--- src/rtl/hax_serial_pkg.sv ---
// hax_serial_pkg: state encodings and width legality for the bit-serial adder sequencer
package hax_serial_pkg;
   localparam logic [1:0] ST_IDLE = 2'd0;
   localparam logic [1:0] ST_RUN  = 2'd1;
   localparam logic [1:0] ST_DONE = 2'd2;
   localparam int MIN_WIDTH = 1;
   localparam int MAX_WIDTH = 64;
   function automatic bit width_ok(input int w);
      return (w >= MIN_WIDTH) && (w <= MAX_WIDTH);
   endfunction
endpackage

--- src/rtl/hax_fa_slice.sv ---
// hax_fa_slice: one full-adder bit built from two half adders and an OR
module hax_fa_slice (
   input  logic A,
   input  logic B,
   input  logic CI,
   output logic S,
   output logic CO
);
   logic p, g1, g2;
   assign p  = A ^ B;
   assign g1 = A & B;
   assign S  = p ^ CI;
   assign g2 = p & CI;
   assign CO = g1 | g2;
endmodule

--- src/rtl/hax_serial_adder_ctrl.sv ---
// hax_serial_adder_ctrl: adds WIDTH-bit operands LSB-first through a single shared full-adder slice
module hax_serial_adder_ctrl
   import hax_serial_pkg::*;
#(
   parameter int WIDTH = 8
) (
   input  logic             CLK,
   input  logic             RST,
   input  logic             IN_VALID,
   output logic             IN_READY,
   input  logic [WIDTH-1:0] A,
   input  logic [WIDTH-1:0] B,
   input  logic             CIN,
   output logic             OUT_VALID,
   input  logic             OUT_READY,
   output logic [WIDTH-1:0] SUM,
   output logic             COUT,
   output logic             BUSY
);
   localparam int CNT_W = (WIDTH > 1) ? $clog2(WIDTH) : 1;
   if (!width_ok(WIDTH)) begin : g_bad_width
      $error("hax_serial_adder_ctrl: WIDTH out of range 1..64");
   end
   logic [1:0]       state;
   logic [CNT_W-1:0] cnt;
   logic             carry, s, co, cout_q;
   logic [WIDTH-1:0] a_sh, b_sh, s_sh, s_nxt, sum_q;
   hax_fa_slice u_fa (.A(a_sh[0]), .B(b_sh[0]), .CI(carry), .S(s), .CO(co));
   assign s_nxt = WIDTH'({s, s_sh} >> 1);
   // result kept in its own register so SUM/COUT hold the last answer while the next op shifts
   always_ff @(posedge CLK) begin
      if (RST) begin
         state  <= ST_IDLE;
         cnt    <= '0;
         carry  <= 1'b0;
         a_sh   <= '0;
         b_sh   <= '0;
         s_sh   <= '0;
         sum_q  <= '0;
         cout_q <= 1'b0;
      end else begin
         case (state)
            ST_IDLE: if (IN_VALID) begin
               a_sh  <= A;
               b_sh  <= B;
               carry <= CIN;
               cnt   <= '0;
               state <= ST_RUN;
            end
            ST_RUN: begin
               a_sh  <= a_sh >> 1;
               b_sh  <= b_sh >> 1;
               s_sh  <= s_nxt;
               carry <= co;
               if (cnt == CNT_W'(WIDTH - 1)) begin
                  cnt    <= '0;
                  state  <= ST_DONE;
                  sum_q  <= s_nxt;
                  cout_q <= co;
               end else cnt <= cnt + CNT_W'(1);
            end
            ST_DONE: if (OUT_READY) state <= ST_IDLE;
            default: state <= ST_IDLE;
         endcase
      end
   end
   assign IN_READY  = (state == ST_IDLE);
   assign OUT_VALID = (state == ST_DONE);
   assign BUSY      = (state == ST_RUN) || (state == ST_DONE);
   assign SUM       = sum_q;
   assign COUT      = cout_q;
endmodule

--- config.mk ---
export PLATFORM = sky130hd
export DESIGN_NAME = hax_serial_adder_ctrl
export DESIGN_NICKNAME = d
export VERILOG_FILES = /design/src/rtl/hax_serial_pkg.sv /design/src/rtl/hax_fa_slice.sv /design/src/rtl/hax_serial_adder_ctrl.sv
export SDC_FILE = /design/constraint.sdc
export NUM_CORES = 1
export LEC_CHECK = 0
export ABC_AREA = 1
export CAP_MARGIN = 0
export CORE_MARGIN = 2
export CORE_UTILIZATION = 60
export CTS_BUF_LIST = sky130_fd_sc_hd__clkbuf_4 sky130_fd_sc_hd__clkbuf_8 sky130_fd_sc_hd__clkbuf_16
export CTS_CLUSTER_SIZE = 20
export DETAILED_ROUTE_END_ITERATION = 10
export DONT_BUFFER_PORTS = 1
export PLACE_DENSITY = 0.76
export SETUP_SLACK_MARGIN = 0.05
export SYNTH_ARGS = -nofsm -noshare
export SYNTH_HDL_FRONTEND = slang
export SYNTH_SLANG_ARGS = --single-unit
--- constraint.sdc ---
create_clock -name CLK -period 1.9 [get_ports CLK]
set_input_delay 0.38 -clock CLK [delete_from_list [all_inputs] [get_ports CLK]]
set_output_delay 0.38 -clock CLK [all_outputs]
set_load 0.01 [all_outputs]
### Yosys cells after proc, flatten, opt, wreduce, memory -nomap -nowiden

Cells that the tools add are included.
Widths: inputs -> output; s select.

| cells by class | value |
|---|---|
| add/sub/neg operators | 1 |
| multiplexer cells | 13 |
| equality and inequality tests | 6 |
| bitwise operators | 5 |
| reductions and logical operators | 6 |

Operator list:

| kind | count |
|---|---|
| $pmux 8 s2 | 2 |
| $mux 8 | 2 |
| $mux 2 | 3 |
| $mux 3 | 2 |
| $pmux 2 s3 | 1 |
| $pmux 3 s2 | 1 |
| $ne 2x2->1 const B | 2 |
| $reduce_and 2->1 | 2 |
| $add 3x1->3 const B | 1 |
| $eq 3x3->1 const B | 1 |
| $reduce_and 3->1 | 1 |
| $and 1x1->1 | 2 |
| $eq 2x1->1 const B | 1 |
| $eq 2x2->1 const B | 1 |
| $logic_not 2->1 | 1 |
| $ne 2x1->1 const B | 1 |
| $pmux 1 s2 | 1 |
| $reduce_bool 2->1 | 1 |
| $xor 1x1->1 | 2 |
| $logic_or 1x1->1 | 1 |
| $mux 1 | 1 |
| $or 1x1->1 | 1 |

| storage, ports and cells | value |
|---|---|
| logic and storage cells | 39 |
| register bits | 39 |
| input port bits | 21 |
| output and inout port bits | 12 |

### Depth between registers and ports, before layout

| depth | value |
|---|---|
| depth after elaboration | 4 |
| depth in mapped cells | 9 |
| depth with buffers taken out | 8 |

### By module

A second synthesis with hierarchy kept.

| second synthesis, totals | value |
|---|---|
| cells, all modules | 235 |
| area total of the unflattened synthesis | 1691.6 sq um |

Modules (own cells, without submodules):

| module | times used | area each (sq um) | cells an instance | sequential area each (sq um) |
|---|---|---|---|---|
| hax_serial_adder_ctrl | 1 | 1671.6 | 234 | 760.7 |
| hax_fa_slice | 1 | 20.0 | 1 | 0.0 |

### Worst setup path after synthesis

No wires, ideal clock.

| timing path | value |
|---|---|
| path kind | flip-flop to flip-flop |
| start | register state[0] |
| end | register a_sh[0] |
| clock period less this slack | 1.367 ns |
| data required time | 1.787 ns |
| library setup time | 0.113 ns |
| buffers on the path | 2 |
| arrival time | 1.255 ns |
| setup slack | 0.533 ns |
| stages on the path, launching flop included | 10 |
| path through | dfxtp_1 inv_1 ha_1 inv_2 nand2_4 nand2_4 buf_8 buf_12 o21ai_2 nor2_1 |

| on the way | value |
|---|---|
| word-level cells in the longest chain between the ends | 3 |
| elaborated cells on any way between the ends | 6 |
| those cells by class | eq/ne: 2; mux: 1; reduce/logical: 3 |

RTL lines:

| what | line | source |
|---|---|---|
| start, declared | hax_serial_adder_ctrl.sv:24 | `logic [1:0] state;` |
| start signal, assigned | hax_serial_adder_ctrl.sv:33 | `state <= ST_IDLE;` |
| start signal, assigned | hax_serial_adder_ctrl.sv:48 | `state <= ST_RUN;` |
| start signal, assigned | hax_serial_adder_ctrl.sv:57 | `state <= ST_DONE;` |
| $logic_not 2->1 (*) | n/a |  |
| named net IN_READY | hax_serial_adder_ctrl.sv:10 | `output logic IN_READY,` |
| $ne 2x2->1 (no source line) / $reduce_bool 2->1 (equally long branches) | n/a |  |
| $reduce_and 2->1 (no source line) | n/a |  |
| end signal, assigned | hax_serial_adder_ctrl.sv:51 | `a_sh <= a_sh >> 1;` |
| end, declared | hax_serial_adder_ctrl.sv:27 | `logic [WIDTH-1:0] a_sh, b_sh, s_sh, s_nxt, sum_q;` |

The timed path passes the listed nets; every way through them passes the cells marked *.
A chain may end at the register's enable or synchronous reset.

### Final worst setup path

| timing path | value |
|---|---|
| start | register state[0] |
| end | register a_sh[7] |

The elaborated chain is that of the path after synthesis.

==> metrics.md <==
| Metric | Value |
|---|---|
| Hold Violations, Final | `0` |
| Syn_area_per_cell | `7.396 µm²` |
| WP data required | `2.18 ns` |
| Worst-Skew Late Latency | `0.34 ns` |
| Post-cts sizing count | `0` |
| First-pass GRT wire length | `5.313 mm` |
| Post-layout util | `64.52%` |
| Initial core utilization | `63.29%` |
| I/O pin total | `33` |
| Root Driver | `clkbuf_4` |
| Routability cong. | `0.7598` |
| CP startpoint kind | `flop` |
| Clock buffer depth | `2` |
| Crit path buf inv count | `2` |
| Worst-Margin Slew | `0.4958 ns` |
| Post-DR vias/cell | `5.194` |
| Die Ht | `57.94 µm` |
| YS warnings | `0` |
| Final period util | `82.60%` |
| Vias in the first global route | `1231` |
| Drt pass-1 iters | `4` |
| Fillers | `275` |
| Hold_buf cts | `0` |
| Critical Path, Cell by Cell | `inv_1 -> ha_1 -> nand2_2 -> nand2_4 -> buf_4 -> nand3_2 -> a21oi_2` |
| Clock buffer count from CTS | `5` |
| Synth Register Bits | `38` |
| Clock sinks | `38` |
| Commonest cells after routing, fill and taps aside | `70 x nand2_1, 54 x nor2_1, 38 x dfxtp_1` |
| Clk slew on worst S/H paths | `0.11 ns` |
| Max stage delay on crit path | `0.34 ns` |
| Grt total ovfl | `0` |
| HPWL after DPL | `2.145 mm` |
| Pins Over Slew Limit | `0` |
| Antenna-violating nets left | `0` |
| Post-synthesis sequential area ratio | `43.58%` |
| Worst min path class | `primary input to flop` |
| Final setup vio count | `0` |
| Area Overhead vs Synth | `1.936%` |
| Setup CP Type | `flop to flop` |
| Antenna violations before repair | `0` |
| Setup TNS | `0 ns` |
| Peak Freq | `637.2 MHz` |
| Hold_ws | `0.08308 ns` |
| CTS HTree Levels | `2` |
| Core area | `0.002758 mm²` |
| Crit path time final | `1.569 ns` |
| DRC | `0` |
| Post-Syn Instances | `236` |
| Clock Skews | `0.005897 ns` |
| Routed len/inst | `11.28 µm` |
| CP Capture Type | `flop` |
| Highest net fanout along the worst path | `14` |
| Die Width | `57.94 µm` |
| Diodes inserted | `0` |
| Max Cap Viol | `0` |
| Setup Fix Bufs, Post-CTS | `0` |
| Power Dens Cells | `1497 mW/mm²` |
| Synth unique cells | `22` |
| Slowest cell on crit path | `dfxtp_1` |
| Leak | `0.7974 nW` |
| VDD IR-drop max | `1.146 mV` |
| Die area | `0.003356 mm²` |
| Vias | `1392` |
| Data arrival, critical path | `1.85 ns` |
| WL final | `3.024 mm` |
| Total global-route track usage | `20.33%` |
| RSZ-0062 raised after global routing | `false` |
| Core Rows | `19` |
| Buffers on Ports | `0` |
| Most common cell after layout, fill and taps aside | `nand2_1` |
| Final worst slack | `0.3306 ns` |
| DR iter-0 viols | `38` |
| Slew HR | `66.91%` |
| Synthesized Nets | `264` |
| Final nets | `264` |
| Mapped Area | `0.001745 mm²` |
| Largest net degree at the start of global routing | `25` |
| TritonCTS clock tree | `built` |
| CP delay by family, top | `simple AND/OR/NAND/NOR gates` |
| Share of cells above drive strength 1 | `12.24%` |
| DP Worst Slack | `0.3553 ns` |
| Status | `finished clean` |
per-layer routing:
metal	track usage, %	part of all wire (%)	wire [µm]
met1	27.44	49	1475
met3	5.804	5.1	155
met2	30.84	44	1337
met5	0	0	0
met4	7.973	1.9	56
cell usage after synthesis, drive strengths merged:
cell / number / share of area, %
dfxtp: 38 / 44
ha: 6 / 4.3
clkinv: 1 / 0.21
nand3: 7 / 2.6
o21ai: 25 / 8.7
inv: 9 / 1.9
a21oi: 11 / 3.6
nor2: 54 / 12
fa: 1 / 1.1
buf: 9 / 5.2
clkbuf: 2 / 0.43
nand2: 73 / 17
path summary, 6_finish.rpt:
check | startpoint | to | slack, ns | cells past startpoint
setup / recovery | state[0]$_SDFFE_PP0P_ | a_sh[7]$_SDFFE_PP0P_ | 0.33 | 7
hold reg to reg | s_sh[1]$_SDFFE_PP0N_ | s_sh[1]$_SDFFE_PP0N_ | 0.46 | 2
setup reg to reg | state[0]$_SDFFE_PP0P_ | a_sh[7]$_SDFFE_PP0P_ | 0.33 | 7
hold / removal | RST | b_sh[7]$_SDFFE_PP0P_ | 0.08 | 1
report_power, final:
group	total [mW]	internal, mW	switching, mW
clock	0.451	0.194	0.257
combinational	1.12	0.368	0.749
sequential	1.10	0.985	0.111
total	2.66	1.55	1.12
worst reg2reg max path, stage by stage, from the launching register on:
cell     delay [ns]
dfxtp_1        0.34
inv_1          0.11
ha_1           0.34
nand2_2        0.14
nand2_4        0.18
buf_4          0.21
nand3_2        0.08
a21oi_2        0.13
stage by stage:
step | instance area, µm² | total power [mW] | instances
5_1_grt | 1779 | 2.902 | 268
6_report | 1779 | 2.663 | 268
4_1_cts | 1779 | 2.680 | 268
3_5_place_dp | 1715 | 2.232 | 260
2_1_floorplan | 1745 | 2.176 | 236
3_3_place_gp | 1715 | 2.218 | 260
cell families (layout without fill, tap and decap cells):
group / count (synthesis) / in the layout / share of synthesized area, %
buf+inv: 21 / 22 / 7.813
simple gates: 134 / 134 / 30.90
fa+ha+maj: 7 / 7 / 5.448
flops: 38 / 38 / 43.58
compound gates: 36 / 36 / 12.26
flip-flops by register name, indices dropped and copies added, names as in the netlist:
signal and flops:
SUM 8, a_sh 8, b_sh 8, s_sh 7
cnt 3, state 2, COUT 1, carry 1
area by class of cell:
type / count / area [µm²] / area share [%]
clock buffer: 7 / 58.81 / 3.305
clock inverter: 1 / 5.005 / 0.2813
inverter: 10 / 37.54 / 2.110
multi-input combinational: 177 / 848.3 / 47.68
sequential: 38 / 760.7 / 42.76
tap: 31 / 38.79 / 2.180
timing repair buffer: 4 / 30.03 / 1.688
No activity file was read; power rests on OpenSTA's default activity.
